<file path="src/rtl/ppm_pkg.sv">
// Shared definitions for the 4-PPM byte transmitter: FSM encoding and symbol geometry.
package ppm_pkg;

  typedef enum logic [1:0] {
    IDLE  = 2'd0,
    SLOT  = 2'd1,
    GUARD = 2'd2
  } ppm_state_t;

  localparam int SYMS_PER_BYTE = 4;
  localparam int SLOTS_PER_SYM = 4;

  // Line is high only in the slot whose index equals the two-bit symbol value.
  function automatic logic slot_hit(input logic [1:0] sym, input logic [1:0] slot);
    return sym == slot;
  endfunction

endpackage

</file>
<file path="src/rtl/ppm_slot_timer.sv">
// Free-running slot timer: one-cycle slot_end tick every SLOT_CYCLES clocks while enabled.
module ppm_slot_timer #(
  parameter int SLOT_CYCLES = 8
) (
  input  logic clk,
  input  logic rst,
  input  logic en,
  output logic slot_end
);

  localparam int CNT_W = $clog2(SLOT_CYCLES + 1);
  localparam logic [CNT_W-1:0] LAST = CNT_W'(SLOT_CYCLES - 1);

  logic [CNT_W-1:0] cnt;

  // Disabled timer is held at zero so every new byte starts on a full slot.
  always_ff @(posedge clk) begin
    if (rst || !en) begin
      cnt <= '0;
    end else if (cnt == LAST) begin
      cnt <= '0;
    end else begin
      cnt <= cnt + 1'b1;
    end
  end

  assign slot_end = en && (cnt == LAST);

endmodule

</file>
<file path="src/rtl/ppm_shift_two.sv">
// 4-PPM byte transmitter: four two-bit symbols MSB-first, four slots each.
// Define PPM_GUARD_EN to insert GUARD_SLOTS low slots after every symbol.
module ppm_shift_two
  import ppm_pkg::*;
#(
  parameter int SLOT_CYCLES = 8,
  parameter int GUARD_SLOTS = 1
) (
  input  logic       clk,
  input  logic       rst,
  input  logic       strobe,
  input  logic [7:0] din,
  output logic       ppm_out,
  output logic       busy,
  output logic       data_send_done
);

  localparam logic [1:0] LAST_SLOT = 2'(SLOTS_PER_SYM - 1);
  localparam logic [1:0] LAST_SYM  = 2'(SYMS_PER_BYTE - 1);

  if (SLOT_CYCLES < 1 || SLOT_CYCLES > 255) begin : g_bad_slot_cycles
    $error("SLOT_CYCLES must be in 1..255");
  end
  if (GUARD_SLOTS < 1 || GUARD_SLOTS > 4) begin : g_bad_guard_slots
    $error("GUARD_SLOTS must be in 1..4");
  end

  ppm_state_t state;
  logic [7:0] shreg;
  logic [1:0] slot_idx;
  logic [1:0] sym_idx;
  logic       slot_end;
  logic       sym_done;

  ppm_slot_timer #(
    .SLOT_CYCLES(SLOT_CYCLES)
  ) u_slot_timer (
    .clk      (clk),
    .rst      (rst),
    .en       (busy),
    .slot_end (slot_end)
  );

`ifdef PPM_GUARD_EN
  localparam int GCNT_W = (GUARD_SLOTS > 1) ? $clog2(GUARD_SLOTS) : 1;
  localparam logic [GCNT_W-1:0] LAST_GUARD = GCNT_W'(GUARD_SLOTS - 1);

  logic [GCNT_W-1:0] guard_cnt;

  assign sym_done = (state == GUARD) && slot_end && (guard_cnt == LAST_GUARD);
`else
  assign sym_done = (state == SLOT) && slot_end && (slot_idx == LAST_SLOT);
`endif

  always_ff @(posedge clk) begin
    if (rst) begin
      state          <= IDLE;
      shreg          <= '0;
      slot_idx       <= '0;
      sym_idx        <= '0;
      ppm_out        <= 1'b0;
      busy           <= 1'b0;
      data_send_done <= 1'b0;
`ifdef PPM_GUARD_EN
      guard_cnt      <= '0;
`endif
    end else begin
      data_send_done <= 1'b0;
      case (state)
        IDLE: begin
          if (strobe) begin
            shreg    <= din;
            slot_idx <= '0;
            sym_idx  <= '0;
            state    <= SLOT;
            busy     <= 1'b1;
            ppm_out  <= slot_hit(din[7:6], 2'd0);
          end
        end
        SLOT: begin
          if (slot_end && slot_idx != LAST_SLOT) begin
            slot_idx <= slot_idx + 2'd1;
            ppm_out  <= slot_hit(shreg[7:6], slot_idx + 2'd1);
          end
`ifdef PPM_GUARD_EN
          else if (slot_end) begin
            state     <= GUARD;
            guard_cnt <= '0;
            ppm_out   <= 1'b0;
          end
`endif
        end
`ifdef PPM_GUARD_EN
        GUARD: begin
          if (slot_end && guard_cnt != LAST_GUARD) begin
            guard_cnt <= guard_cnt + 1'b1;
          end
        end
`endif
        default: state <= IDLE;
      endcase

      // End of a symbol (last slot, or last guard slot): next symbol or finish the byte.
      if (sym_done) begin
        if (sym_idx == LAST_SYM) begin
          state          <= IDLE;
          busy           <= 1'b0;
          ppm_out        <= 1'b0;
          data_send_done <= 1'b1;
        end else begin
          state    <= SLOT;
          sym_idx  <= sym_idx + 2'd1;
          slot_idx <= '0;
          shreg    <= {shreg[5:0], 2'b00};
          ppm_out  <= slot_hit(shreg[5:4], 2'd0);
        end
      end
    end
  end

endmodule

</file>
<file path="config.mk">
export PLATFORM = sky130hd
export DESIGN_NAME = ppm_shift_two
export DESIGN_NICKNAME = d
export VERILOG_FILES = /design/src/rtl/ppm_pkg.sv /design/src/rtl/ppm_slot_timer.sv /design/src/rtl/ppm_shift_two.sv
export SDC_FILE = /design/constraint.sdc
export NUM_CORES = 1
export LEC_CHECK = 0
export CAP_MARGIN = 40
export CELL_PAD_IN_SITES_DETAIL_PLACEMENT = 0
export CELL_PAD_IN_SITES_GLOBAL_PLACEMENT = 1
export CORE_MARGIN = 8
export CORE_UTILIZATION = 42
export DETAILED_ROUTE_END_ITERATION = 10
export GPL_TIMING_DRIVEN = 0
export PLACE_DENSITY_LB_ADDON = 0.2
export SYNTH_ARGS = -nofsm -noshare
export SYNTH_HDL_FRONTEND = slang
export SYNTH_SLANG_ARGS = --single-unit
export TNS_END_PERCENT = 5
</file>
<file path="constraint.sdc">
create_clock -name clk -period 3.2 [get_ports clk]
set_input_delay 0.48 -clock clk [delete_from_list [all_inputs] [get_ports clk]]
set_output_delay 0.48 -clock clk [all_outputs]
set_load 0.02 [all_outputs]
</file>
==> impl_metrics.env, run 1 <==
export IMPL_outcome="finished, final reports clean"
export IMPL_numCtsBuffers=3
export IMPL_die_h_um=62.0
export IMPL_syn_num_nets=102
export IMPL_hold_buffers=0
export IMPL_cts_tree="yes"
export IMPL_clkTransAtPathRegs_ns=0.12
export IMPL_clock_latency_ns=0.30
export IMPL_portBuffers=13
export IMPL_critical_path_depth=1
export IMPL_grt_pass1_wl_mm=3.09
export IMPL_post_cts_buffers=0
export IMPL_ir_drop_mv=0.322
export IMPL_grt_usage_pct=10.8
export IMPL_cp_num_buf_inv=1
export IMPL_worstPathArrival_ns=1.35
export IMPL_grt_max_degree=13
export IMPL_yosysSeqAreaShare_pct=45.1
export IMPL_drv_slew=0
export IMPL_antenna_left=0
export IMPL_place_congestion=0.768
export IMPL_mostFrequentLayoutCell="dfxtp_1"
export IMPL_hold_viol=0
export IMPL_drt_pass1_iterations=4
export IMPL_period_needed_ns=1.83
export IMPL_drt_iter0_markers=10
export IMPL_ys_flop_type="dfxtp_1"
export IMPL_holdPathEnd="shreg[0]"
export IMPL_fin_nets=120
export IMPL_ys_warn_count=0
export IMPL_die_w_um=62.0
export IMPL_timing_hold_ws_ns=0.468
export IMPL_syn_to_final_growth_pct=24.4
export IMPL_r2r_setup_slack_ns=1.63
export IMPL_worstReg2RegStart="slot_idx[0]"
export IMPL_n_antenna_cell=0
export IMPL_setup_violations=0
export IMPL_power_uw=522
export IMPL_fmax_mhz=545
export IMPL_initial_core_util_pct=44.8
export IMPL_required_ns=2.72
export IMPL_antenna_found_initial=0
export IMPL_synth_edff_count=0
export IMPL_ios=14
export IMPL_fillers=178
export IMPL_critPathKind="reg2out"
export IMPL_avgSynthCellArea_um2=10.1
export IMPL_syn_area_um2=887
export IMPL_postSynthCellCount=88
export IMPL_power_density_nw_per_um2=473
export IMPL_path_cells="clkdlybuf4s50_1"
export IMPL_cp_start_kind="register"
export IMPL_htreeDepth=1
export IMPL_synth_seq_cells=20
export IMPL_drive_gt1_share_pct=10.5
export IMPL_async_flop_share_pct=0
export IMPL_rsz0062_at_grt="false"
export IMPL_timing_setup_tns_ns=0
export IMPL_gr_total_overflow=0
export IMPL_wl_per_cell_um=13.0
export IMPL_worst_pin_slew_ns=0.357
export IMPL_critPathCaptureType="output pin"
export IMPL_crit_slowest_cell="clkdlybuf4s50_1"
export IMPL_dp_hpwl_mm=1.31
export IMPL_cts_resized=0
export IMPL_worstRegToRegCells=5
export IMPL_drc=0
export IMPL_most_common_layout_cells="dfxtp_1 (20), clkdlybuf4s50_1 (13), mux2i_1 (7), nor2_1 (7)"
export IMPL_routed_via_density=5.29
export IMPL_critical_path_top_delay_family="buffers and inverters"
export IMPL_skew_ns=0.00568
export IMPL_coreArea_um2=1980
export IMPL_max_stage_delay_ns=0.64
export IMPL_drv_cap=0
export IMPL_fp_row_count=16
export IMPL_clockBufferDepth=2
export IMPL_min_from="shreg[0]"
export IMPL_drt_total_wl_mm=1.72
export IMPL_clkSinkCount=20
export IMPL_worstPathMaxFanout=6
export IMPL_max_slew_margin_pct=76.1
export IMPL_die_area_um2=3840
export IMPL_grt_pass1_vias=702
export IMPL_worstHoldPathCells=2
export IMPL_p_leak_nw=0.463
export IMPL_ys_types=31
export IMPL_timing_rr_end="shreg[3]"
export IMPL_cts_root_buf="clkbuf_4"
export IMPL_dr_total_vias=698
export IMPL_post_route_period_util_pct=57.3
export IMPL_min_delay_path_class="reg2reg"
export IMPL_design_area_um2=1100
export IMPL_placed_cell_area_um2=1050
## stage by stage
| step | setup slack, ns | instances | util [%] |
|---|---|---|---|
| after floorplan | 1.83 | 88 | - |
| after global placement | 1.22 | 128 | 53.0 |
| after detailed placement | 1.19 | 128 | 53.0 |
| after CTS | 1.35 | 132 | 55.7 |
| after global routing | 1.30 | 132 | 55.7 |
| final | 1.37 | 132 | 55.7 |
## where the power goes
| group | leakage, nW | total (mW) | internal [mW] | switching [mW] |
|---|---|---|---|---|
| sequential | 0.163 | 0.266 | 0.259 | 0.00740 |
| clock | 0.0279 | 0.206 | 0.127 | 0.0791 |
| combinational | 0.272 | 0.0499 | 0.0269 | 0.0229 |
## cell usage after synthesis, types with 2 or more instances
library cell  instances  share of area (%)
dfxtp_1              20                 45
mux2i_1               7                7.9
nor2_1                7                3.0
nand2_1               6                2.5
o2bb2ai_1             6                5.9
a21oi_1               4                2.3
ha_1                  3                4.2
nor3_1                3                1.7
o21ai_0               3                1.7
xor2_1                3                3.0
and3_1                2                1.4
buf_4                 2                1.7
inv_1                 2               0.85
nand3_1               2                1.1
nand4b_1              2                2.0
## how the worst max path moves through the flow
| stage | startpoint | to | slack [ns] |
|---|---|---|---|
| floorplan | u_slot_timer.cnt[0] | slot_idx[0] | 1.83 |
| global placement | strobe | shreg[7] | 1.22 |
| detailed placement | strobe | shreg[7] | 1.19 |
| CTS | busy | busy | 1.35 |
| global route | busy | busy | 1.30 |
| finish | busy | busy | 1.37 |
## routing by layer
layer  track usage, %  up-vias  part of all wire (%)
met5                0        -                     0
met1             12.2      320                    45
met4             4.55        0                  0.58
li1                 -      357                     -
met2             17.6       19                    47
met3             4.53        2                   7.4
## cell type report
| class | count | area [µm²] | area share [%] |
|---|---|---|---|
| plain buffers | 3 | 20.0 | 1.81 |
| clock buffers | 3 | 22.5 | 2.04 |
| clock inverters | 1 | 30.0 | 2.72 |
| inverters | 2 | 7.51 | 0.680 |
| multi-input cells | 63 | 459 | 41.6 |
| flip-flops and latches | 20 | 400 | 36.3 |
| well taps | 27 | 33.8 | 3.06 |
| repair buffers | 13 | 130 | 11.8 |
## cell families (layout without fill, tap and decap cells)
| logic type | after synthesis | count (layout) | synth area share (%) |
|---|---|---|---|
| DFF | 20 | 20 | 45.1 |
| adders and majority gates | 3 | 3 | 4.23 |
| AOI/OAI and AO/OA | 17 | 17 | 13.4 |
| muxes | 8 | 8 | 9.17 |
| xor gates and xnor gates | 4 | 4 | 3.95 |
| and+or+nand+nor | 31 | 31 | 21.0 |
| buffers and inverters | 5 | 22 | 3.10 |
## flip-flops by register name, summed over array words and instances, names as in the netlist
signal            count
busy                  1
data_send_done        1
ppm_out               1
shreg                 8
slot_idx              2
state                 1
sym_idx               2
u_slot_timer.cnt      4
No activity file was read; power rests on OpenSTA's default activity.
==> run 2, diff against run 1 <==
--- a/config.mk
+++ b/config.mk
@@ -9,7 +9,7 @@
 export CELL_PAD_IN_SITES_DETAIL_PLACEMENT = 0
 export CELL_PAD_IN_SITES_GLOBAL_PLACEMENT = 1
 export CORE_MARGIN = 8
-export CORE_UTILIZATION = 42
+export CORE_UTILIZATION = 35
 export DETAILED_ROUTE_END_ITERATION = 10
 export GPL_TIMING_DRIVEN = 0
 export PLACE_DENSITY_LB_ADDON = 0.2
==> constraint.sdc (replaced) <==
create_clock -name clk -period 1.6 [get_ports clk]
set_input_delay 0.24 -clock clk [delete_from_list [all_inputs] [get_ports clk]]
set_output_delay 0.24 -clock clk [all_outputs]
set_load 0.02 [all_outputs]
==> run 2 against run 1 <==
  * Die area rose by 15%
  * Combinational power increased by 99%
  * Routed wire length fell by 0.41%
  * Utilization decreased by 11 points
  * Global-route usage is 2.5 points lower
  * First-iteration DRC count rose by 130%
==> impl_metrics.env, run 2 (synthesized netlist as in run 1, its figures left out) <==
export IMPL_drive_gt1_share_pct=10.6
export IMPL_routed_via_density=5.07
export IMPL_placed_cells=131
export IMPL_reg_top3="shreg: 8 flops, u_slot_timer.cnt: 4 flops"
export IMPL_initial_core_util_pct=36.5
export IMPL_coreArea_um2=2430
export IMPL_critPathKind="reg2reg"
export IMPL_clock_latency_ns=0.29
export IMPL_grt_pass1_wl_mm=2.86
export IMPL_crit_slowest_cell="dfxtp_1"
export IMPL_r2r_setup_slack_ns=0.11
export IMPL_holdPathEnd="u_slot_timer.cnt[0]"
export IMPL_n_antenna_cell=0
export IMPL_power_uw=861
export IMPL_largest_reg_flops=8
export IMPL_worstPathArrival_ns=1.73
export IMPL_antenna_found_initial=0
export IMPL_period_needed_ns=1.49
export IMPL_place_congestion=0.759
export IMPL_critPathCaptureType="register"
export IMPL_post_cts_buffers=0
export IMPL_fmax_mhz=671
export IMPL_grt_max_degree=11
export IMPL_drv_slew=0
export IMPL_wl_per_cell_um=12.8
export IMPL_most_common_layout_cells="dfxtp_1 (20), clkdlybuf4s50_1 (12), mux2i_1 (7), nor2_1 (7)"
export IMPL_drv_cap=0
export IMPL_hold_viol=0
export IMPL_rsz0062_at_grt="false"
export IMPL_outcome="finished, final reports clean"
export IMPL_cp_start_kind="register"
export IMPL_ios=14
export IMPL_antenna_left=0
export IMPL_numCtsBuffers=3
export IMPL_required_ns=1.84
export IMPL_hold_buffers=0
export IMPL_portBuffers=13
export IMPL_gr_total_overflow=0
export IMPL_min_delay_path_class="reg2reg"
export IMPL_setup_violations=0
export IMPL_clkTransAtPathRegs_ns=0.10
export IMPL_cts_root_buf="clkbuf_4"
export IMPL_fp_row_count=18
export IMPL_drt_total_wl_mm=1.71
export IMPL_syn_to_final_growth_pct=21.9
export IMPL_dr_total_vias=680
export IMPL_worstPathMaxFanout=6
export IMPL_max_slew_margin_pct=77.6
export IMPL_post_route_period_util_pct=93.2
export IMPL_max_stage_delay_ns=0.37
export IMPL_mostFrequentLayoutCell="dfxtp_1"
export IMPL_timing_rr_end="slot_idx[0]"
export IMPL_grt_pass1_vias=656
export IMPL_drt_pass1_iterations=2
export IMPL_dp_hpwl_mm=1.34
export IMPL_critical_path_top_delay_family="simple AND/OR/NAND/NOR gates"
export IMPL_cp_num_buf_inv=0
export IMPL_ir_drop_mv=0.592
export IMPL_die_area_um2=4400
export IMPL_path_cells="ha_1 -> nand3b_4 -> nor3_2 -> mux2_2 -> nor2_1"
export IMPL_die_w_um=66.3
export IMPL_worst_slack_ns=0.110
export IMPL_p_leak_nw=0.449
export IMPL_worstReg2RegStart="u_slot_timer.cnt[0]"
export IMPL_worstHoldPathCells=1
export IMPL_timing_hold_ws_ns=0.459
export IMPL_skew_ns=0.00290
export IMPL_power_density_nw_per_um2=796
export IMPL_drt_iter0_markers=23
export IMPL_instances_no_fill=134
export IMPL_clockBufferDepth=2
export IMPL_place_ws_ns=-0.157
export IMPL_worstRegToRegCells=5
export IMPL_cts_tree="yes"
export IMPL_largest_register="shreg"
export IMPL_timing_setup_tns_ns=0
export IMPL_worst_pin_slew_ns=0.336
export IMPL_fin_nets=120
export IMPL_drc=0
export IMPL_die_h_um=66.3
export IMPL_htreeDepth=1
export IMPL_clkSinkCount=20
export IMPL_min_from="u_slot_timer.cnt[0]"
export IMPL_grt_usage_pct=8.33
==> run 2: final cells by class <==
class | instances | area (µm²)
plain buffers | 3 | 22.5
flip-flops and latches | 20 | 400
well taps | 30 | 37.5
multi-input cells | 63 | 462
fillers | 245 | 1350
clock buffers | 3 | 22.5
repair buffers | 13 | 129
inverters | 2 | 7.51
==> run 2: power by group <==
part	switching, mW	leakage [nW]	internal, mW
Sequential	0.0157	0.163	0.517
Clock	0.141	0.0138	0.0875
Combinational	0.0463	0.272	0.0532
Total	0.203	0.449	0.658
==> run 2: worst max-delay path by stage <==
stage / from / end / slack (ns) / depth (start not counted)
2_1_floorplan: u_slot_timer.cnt[0] / slot_idx[0] / 0.23 / 5
3_3_place_gp: strobe / shreg[7] / -0.13 / 5
3_5_place_dp: strobe / shreg[5] / -0.16 / 5
4_1_cts: slot_idx[0] / slot_idx[1] / 0.04 / 5
5_1_grt: u_slot_timer.cnt[0] / slot_idx[0] / 0.04 / 5
6_report: u_slot_timer.cnt[0] / slot_idx[0] / 0.11 / 5
==> run 2: metrics by stage <==
step | instance area (µm²) | utilization (%)
6_report | 1080 | 44.4
5_1_grt | 1080 | 44.4
3_5_place_dp | 1050 | 43.4
2_1_floorplan | 887 | -
3_3_place_gp | 1050 | 43.4
4_1_cts | 1080 | 44.2
==> run 2: worst reg2reg max path: stages (launching register included) <==
cell	delay, ns
dfxtp_1	0.37
ha_1	0.24
nand3b_4	0.14
nor3_2	0.25
mux2_2	0.36
nor2_1	0.07
==> run 2: routing by layer <==
| metal | GRT usage [%] | wire length (µm) | vias up |
|---|---|---|---|
| met5 | 0 | 0 | - |
| met4 | 2.40 | 15 | 0 |
| met3 | 3.22 | 83 | 2 |
| met2 | 13.4 | 826 | 13 |
| met1 | 10.0 | 788 | 312 |
| li1 | - | - | 353 |
==> run 2: what timing repair did <==
action | 4_1_cts | 5_1_grt
pin swaps | 0 | 0
setup endpoints to repair | 1 | 10
gates resized for setup | 1 | 3
